## config.mk

```make
export PLATFORM = sky130hd
export DESIGN_NAME = pulse_transmitter_job_scheduler
export DESIGN_NICKNAME = d
export VERILOG_FILES = /design/src/rtl/pulse_transmitter_job_scheduler.sv
export SDC_FILE = /design/constraint.sdc
export NUM_CORES = 1
export LEC_CHECK = 0
export CAP_MARGIN = 20
export CORE_ASPECT_RATIO = 0.8
export CORE_MARGIN = 5
export CORE_UTILIZATION = 45
export CTS_CLUSTER_DIAMETER = 150
export DETAILED_ROUTE_END_ITERATION = 8
export GPL_TIMING_DRIVEN = 0
export PLACE_DENSITY = 0.67
export SLEW_MARGIN = 20
export SYNTH_ARGS = -nofsm -noshare
export SYNTH_HDL_FRONTEND = slang
export SYNTH_SLANG_ARGS = --single-unit
```

## constraint.sdc

```tcl
create_clock -name clk -period 3.9 [get_ports clk]
set_input_delay 0.78 -clock clk [delete_from_list [all_inputs] [get_ports clk]]
set_output_delay 0.78 -clock clk [all_outputs]
set_load 0.02 [all_outputs]
```

## src/rtl/pulse_transmitter_job_scheduler.sv

```systemverilog
// rtl/pulse_transmitter_job_scheduler.sv - job FIFO and register-bus sequencer for the pulse transmitter
// Optional watchdog on WAIT_RUN/WAIT_END is built when PULSE_SCHED_WATCHDOG_EN is defined.
module pulse_transmitter_job_scheduler #(
    parameter int QUEUE_DEPTH = 4,
    parameter int GAP_W       = 8,
    parameter int WDOG_CYCLES = 4096
) (
    input  logic                             clk,
    input  logic                             rst_n,
    input  logic                             enable,
    input  logic                             abort,
    input  logic                             job_valid,
    output logic                             job_ready,
    input  logic [28:0]                      job_data,
    input  logic [GAP_W-1:0]                 gap_cycles,
    output logic [5:0]                       tx_address,
    output logic [31:0]                      tx_data,
    output logic [1:0]                       tx_write_n,
    input  logic [4:0]                       tx_status,
    output logic [$clog2(QUEUE_DEPTH+1)-1:0] queue_level,
    output logic                             busy,
    output logic                             job_done,
    output logic                             job_error
);
    localparam int PW = $clog2(QUEUE_DEPTH);
    localparam int LW = $clog2(QUEUE_DEPTH+1);

    typedef enum logic [2:0] {
        S_IDLE, S_CFG, S_START, S_WAIT_RUN, S_WAIT_END, S_CLEAR, S_GAP, S_STOP
    } state_t;

    state_t            state;
    logic [28:0]       mem [QUEUE_DEPTH];
    logic [PW-1:0]     wr_ptr;
    logic [PW-1:0]     rd_ptr;
    logic [LW-1:0]     count_next;
    logic [GAP_W-1:0]  gap_cnt;
    logic [28:0]       head;
    logic              push;
    logic              pop;
    logic              wdog_fire;
    logic              unused_status;

    assign head          = mem[rd_ptr];
    assign push          = job_valid && job_ready;
    assign pop           = (state == S_IDLE) && enable && (queue_level != '0);
    assign count_next    = queue_level + LW'(push) - LW'(pop);
    assign unused_status = ^{tx_status[3], tx_status[1:0]};

    always_ff @(posedge clk) begin
        if (push) begin
            mem[wr_ptr] <= job_data;
        end
    end

`ifdef PULSE_SCHED_WATCHDOG_EN
    localparam int WW = $clog2(WDOG_CYCLES+1);
    logic [WW-1:0] wdog_cnt;

    always_ff @(posedge clk or negedge rst_n) begin
        if (!rst_n) begin
            wdog_cnt <= '0;
        end else if (state == S_START) begin
            wdog_cnt <= '0;
        end else if (state == S_WAIT_RUN || state == S_WAIT_END) begin
            wdog_cnt <= wdog_cnt + 1'b1;
        end
    end

    // Fires on the cycle the count reaches the limit, so STOP follows exactly WDOG_CYCLES wait cycles.
    assign wdog_fire = (wdog_cnt == WW'(WDOG_CYCLES-1));
`else
    logic [31:0] unused_wdog;
    assign unused_wdog = WDOG_CYCLES;
    assign wdog_fire   = 1'b0;
`endif

    always_ff @(posedge clk or negedge rst_n) begin
        if (!rst_n) begin
            state       <= S_IDLE;
            wr_ptr      <= '0;
            rd_ptr      <= '0;
            queue_level <= '0;
            job_ready   <= 1'b1;
            gap_cnt     <= '0;
            tx_address  <= '0;
            tx_data     <= '0;
            tx_write_n  <= 2'b11;
            busy        <= 1'b0;
            job_done    <= 1'b0;
            job_error   <= 1'b0;
        end else begin
            tx_write_n  <= 2'b11;
            job_done    <= 1'b0;
            job_error   <= 1'b0;
            queue_level <= count_next;
            job_ready   <= (count_next != LW'(QUEUE_DEPTH));
            if (push) wr_ptr <= wr_ptr + 1'b1;
            if (pop)  rd_ptr <= rd_ptr + 1'b1;

            // Abort and watchdog share the STOP path; abort wins over any normal transition.
            if ((abort || wdog_fire) &&
                (state == S_CFG || state == S_START ||
                 state == S_WAIT_RUN || state == S_WAIT_END) &&
                (abort || state == S_WAIT_RUN || state == S_WAIT_END)) begin
                state      <= S_STOP;
                tx_address <= 6'h00;
                tx_data    <= 32'h20;
                tx_write_n <= 2'b00;
                job_error  <= 1'b1;
            end else begin
                case (state)
                    S_IDLE: if (pop) begin
                        state      <= S_CFG;
                        busy       <= 1'b1;
                        tx_address <= 6'h04;
                        tx_data    <= {1'b0, head[28:22], head[21:14], 1'b0,
                                       head[13:7], 1'b0, head[6:0]};
                        tx_write_n <= 2'b10;
                    end
                    S_CFG: begin
                        state      <= S_START;
                        tx_address <= 6'h00;
                        tx_data    <= 32'h14;
                        tx_write_n <= 2'b00;
                    end
                    S_START:    state <= S_WAIT_RUN;
                    S_WAIT_RUN: if (tx_status[4]) state <= S_WAIT_END;
                    S_WAIT_END: if (!tx_status[4]) begin
                        state      <= S_CLEAR;
                        tx_address <= 6'h00;
                        tx_data    <= 32'h04;
                        tx_write_n <= 2'b00;
                        job_done   <= 1'b1;
                        job_error  <= !tx_status[2];
                    end
                    // IDLE itself is the last idle cycle, so GAP holds gap_cycles-1 cycles.
                    S_CLEAR: if (gap_cycles > GAP_W'(1)) begin
                        state   <= S_GAP;
                        gap_cnt <= gap_cycles - GAP_W'(2);
                    end else begin
                        state <= S_IDLE;
                        busy  <= 1'b0;
                    end
                    S_GAP: if (gap_cnt == '0) begin
                        state <= S_IDLE;
                        busy  <= 1'b0;
                    end else begin
                        gap_cnt <= gap_cnt - 1'b1;
                    end
                    S_STOP: begin
                        state      <= S_CLEAR;
                        tx_address <= 6'h00;
                        tx_data    <= 32'h04;
                        tx_write_n <= 2'b00;
                        job_done   <= 1'b1;
                    end
                    default: state <= S_IDLE;
                endcase
            end
        end
    end
endmodule
```

==> results.json <==
{
  "async_flop_share_pct": 31.8,
  "cts_buffers": 17,
  "start_util_pct": 46.3,
  "diodes": 0,
  "hpwl_mm": 9.33,
  "drive_gt1_share_pct": 19.7,
  "finalHoldViolCount": 0,
  "status": "complete, no violations",
  "tightest_slew_ns": 0.662,
  "coreArea_mm2": 0.0151,
  "ff_latch_area_mm2": 0.00484,
  "via_count": 3941,
  "cp.arrival_ns": 3.24,
  "grt_pass1_wl_mm": 22.5,
  "area_growth_pct": 25.7,
  "power.density_mw_per_mm2": 765,
  "finalSetupViolCount": 0,
  "clock_sinks": 170,
  "finalCriticalPeriod_ns": 2.90,
  "grt.overflow.total": 0,
  "yosys_warnings": 0,
  "cts_tree": "yes",
  "setup_tns_ns": 0,
  "clk_pin_slew_ns": 0.06,
  "start_kind": "primary input",
  "path_max_fanout": 10,
  "fin_ws_ns": 1.00,
  "fin_crit_sh_pct": 74.3,
  "fillCellCount": 1172,
  "syn-instance-count": 413,
  "rows": 40,
  "max_freq_ghz": 0.345,
  "finClkSkew_ns": 0.00987,
  "cts-resized-gates": 0,
  "io_buffers": 81,
  "rsz0062_at_grt": "false",
  "drc": 0,
  "ys_seq_area_share_pct": 69.2,
  "dieArea_mm2": 0.0181,
  "avgViaCountPerCell": 5.27,
  "end_kind": "register",
  "wl_mm": 14.1,
  "antenna_found_initial": 0,
  "die_h_um": 121,
  "grt_max_degree": 37,
  "layout.nets": 582,
  "drt_iter0_markers": 357,
  "slew_headroom_pct": 55.4,
  "synth_area_leaders": "edfxtp_1 (50%), dfrtp_1 (18%), mux4_2 (9.3%), a22o_1 (3.6%), ha_1 (1.6%)",
  "synth_flop_cell": "edfxtp_1",
  "place_congestion": 0.855,
  "grtUsageTotal_pct": 16.6,
  "clk_latency_ns": 0.42,
  "synth_top_area_cell": "edfxtp_1",
  "drv_slew": 0,
  "die_w_um": 149,
  "grt_pass1_vias": 4077,
  "synth_edf_count": 116,
  "multi_input_area_mm2": 0.00192,
  "cts_buffer_depth": 2,
  "critPathKind": "in -> reg",
  "syn_avg_cell_area_um2": 16.9,
  "root_buffer": "clkbuf_16",
  "ys_ff_latch": 170,
  "cts_hold_buffers": 0,
  "ios": 94,
  "h-tree-depth": 4,
  "first_pass_iters": 4,
  "hold_path_class": "in -> async",
  "peakVddDrop_mv": 0.370,
  "final_common_cell": "edfxtp_1",
  "place_ws_ns": 0.604,
  "synth_top_area_share_pct": 49.8,
  "maxCapViolCount": 0,
  "postCtsSetupRepairBufs": 0,
  "final_cell_mix": "edfxtp_1 (116), clkdlybuf4s50_1 (80), dfrtp_1 (51)",
  "critical_path_required_ns": 4.24,
  "wl_per_cell_um": 18.8,
  "yosysUniqueCellTypes": 57,
  "netlist_area_mm2": 0.00699,
  "p_leak_nw": 3.25,
  "ant_nets": 0
}
## per-stage QoR
stage / instances / cell area (um^2) / utilization [%] / hold WS, ns / power [mW]
after global routing: 748 / 8790 / 58.2 / 0.248 / 7.12
after global placement: 711 / 8090 / 53.5 / 0.487 / 4.98
final: 748 / 8790 / 58.2 / 0.250 / 6.73
after floorplan: 420 / 7020 / - / 0.484 / 4.22
after CTS: 748 / 8790 / 58.2 / 0.239 / 6.80
after detailed placement: 716 / 8190 / 54.2 / 0.492 / 5.08
## report_power, final
group / switching (mW) / internal, mW / leakage, nW
sequential: 0.217 / 2.42 / 1.75
clock: 0.688 / 1.01 / 0.294
combinational: 1.28 / 1.12 / 1.20
## layout make-up
cell class | instances | area share (%)
Clock buffer | 18 | 4.88
Sequential cell | 170 | 55.0
Inverter | 16 | 0.683
Tap cell | 210 | 2.99
Buffer | 32 | 2.38
Multi-Input combinational cell | 202 | 21.8
Clock inverter | 14 | 1.91
Timing Repair Buffer | 86 | 10.3
## cell families (layout without fill, tap and decap cells)
kind of cell	after synthesis	in the layout	synth area share, %
DFF	170	170	69.2
AOI/OAI and AO/OA	84	84	9.13
and+or+nand+nor	60	60	5.05
buffers and inverters	48	166	3.85
muxes	32	32	9.82
adders and majority gates	10	10	1.90
xor gates and xnor gates	8	8	1.00
other	1	8	0.0536
## metal layers
| metal | GRT usage (%) | vias up | wire, um |
|---|---|---|---|
| li1 | - | 1835 | - |
| met1 | 23.5 | 1956 | 6240 |
| met5 | 0 | - | 0 |
| met4 | 5.66 | 0 | 194 |
| met3 | 4.74 | 15 | 1060 |
| met2 | 24.8 | 135 | 6570 |
## sequential cells by signal, summed over array words and instances (netlist names)
signal,cells
busy,1
gap_cnt,8
job_done,1
job_error,1
job_ready,1
mem,116
queue_level,3
rd_ptr,2
state,3
tx_address,1
tx_data,29
tx_write_n,2
wr_ptr,2
## worst paths after layout
| kind | cells past startpoint | from | slack [ns] | endpoint |
|---|---|---|---|---|
| max | 12 | enable | 1.00 | job_ready$_DFF_PN1_ |
| min | 1 | rst_n | 0.25 | tx_data[6]$_DFFE_PN0P_ |
| max reg2reg | 11 | queue_level[1]$_DFF_PN0_ | 1.00 | job_ready$_DFF_PN1_ |
| min reg2reg | 1 | tx_data[30]$_DFFE_PN0P_ | 0.50 | tx_data[30]$_DFFE_PN0P_ |
| max in group asynchronous | 2 | rst_n | 3.09 | tx_write_n[1]$_DFF_PN1_ |
| min in group clk | 1 | tx_data[30]$_DFFE_PN0P_ | 0.50 | tx_data[30]$_DFFE_PN0P_ |
## cells in the mapped netlist (all sizes together) (2+ instances only)
cell	n
nor4b	2
o22ai	3
inv	16
a21oi	10
dfrtp	51
and3	4
buf	24
nor3b	2
a22o	29
nand3	6
nand3b	5
o211ai	2
nand2b	2
mux2	3
nor3	7
o31ai	5
xnor2	7
clkbuf	8
nor2	9
o21a	2
and2	4
o21ai	11
nor4	3
mux4	29
nor2b	3
edfxtp	116
ha	9
a31oi	3
a211oi	4
o21bai	2
a22oi	3
nand4	2
nand2	8
o221ai	3
dfstp	3
## critical path, cell delays in order
cell and delay, ns:
clkdlybuf4s50_1 0.41, o31ai_2 0.14, nand2b_1 0.27, inv_1 0.08, buf_2 0.23, ha_1 0.31
inv_1 0.04, ha_1 0.18, fa_1 0.38, xnor2_1 0.17, xnor2_1 0.15, nand2_1 0.08
Power figures use the tool's default switching activity.
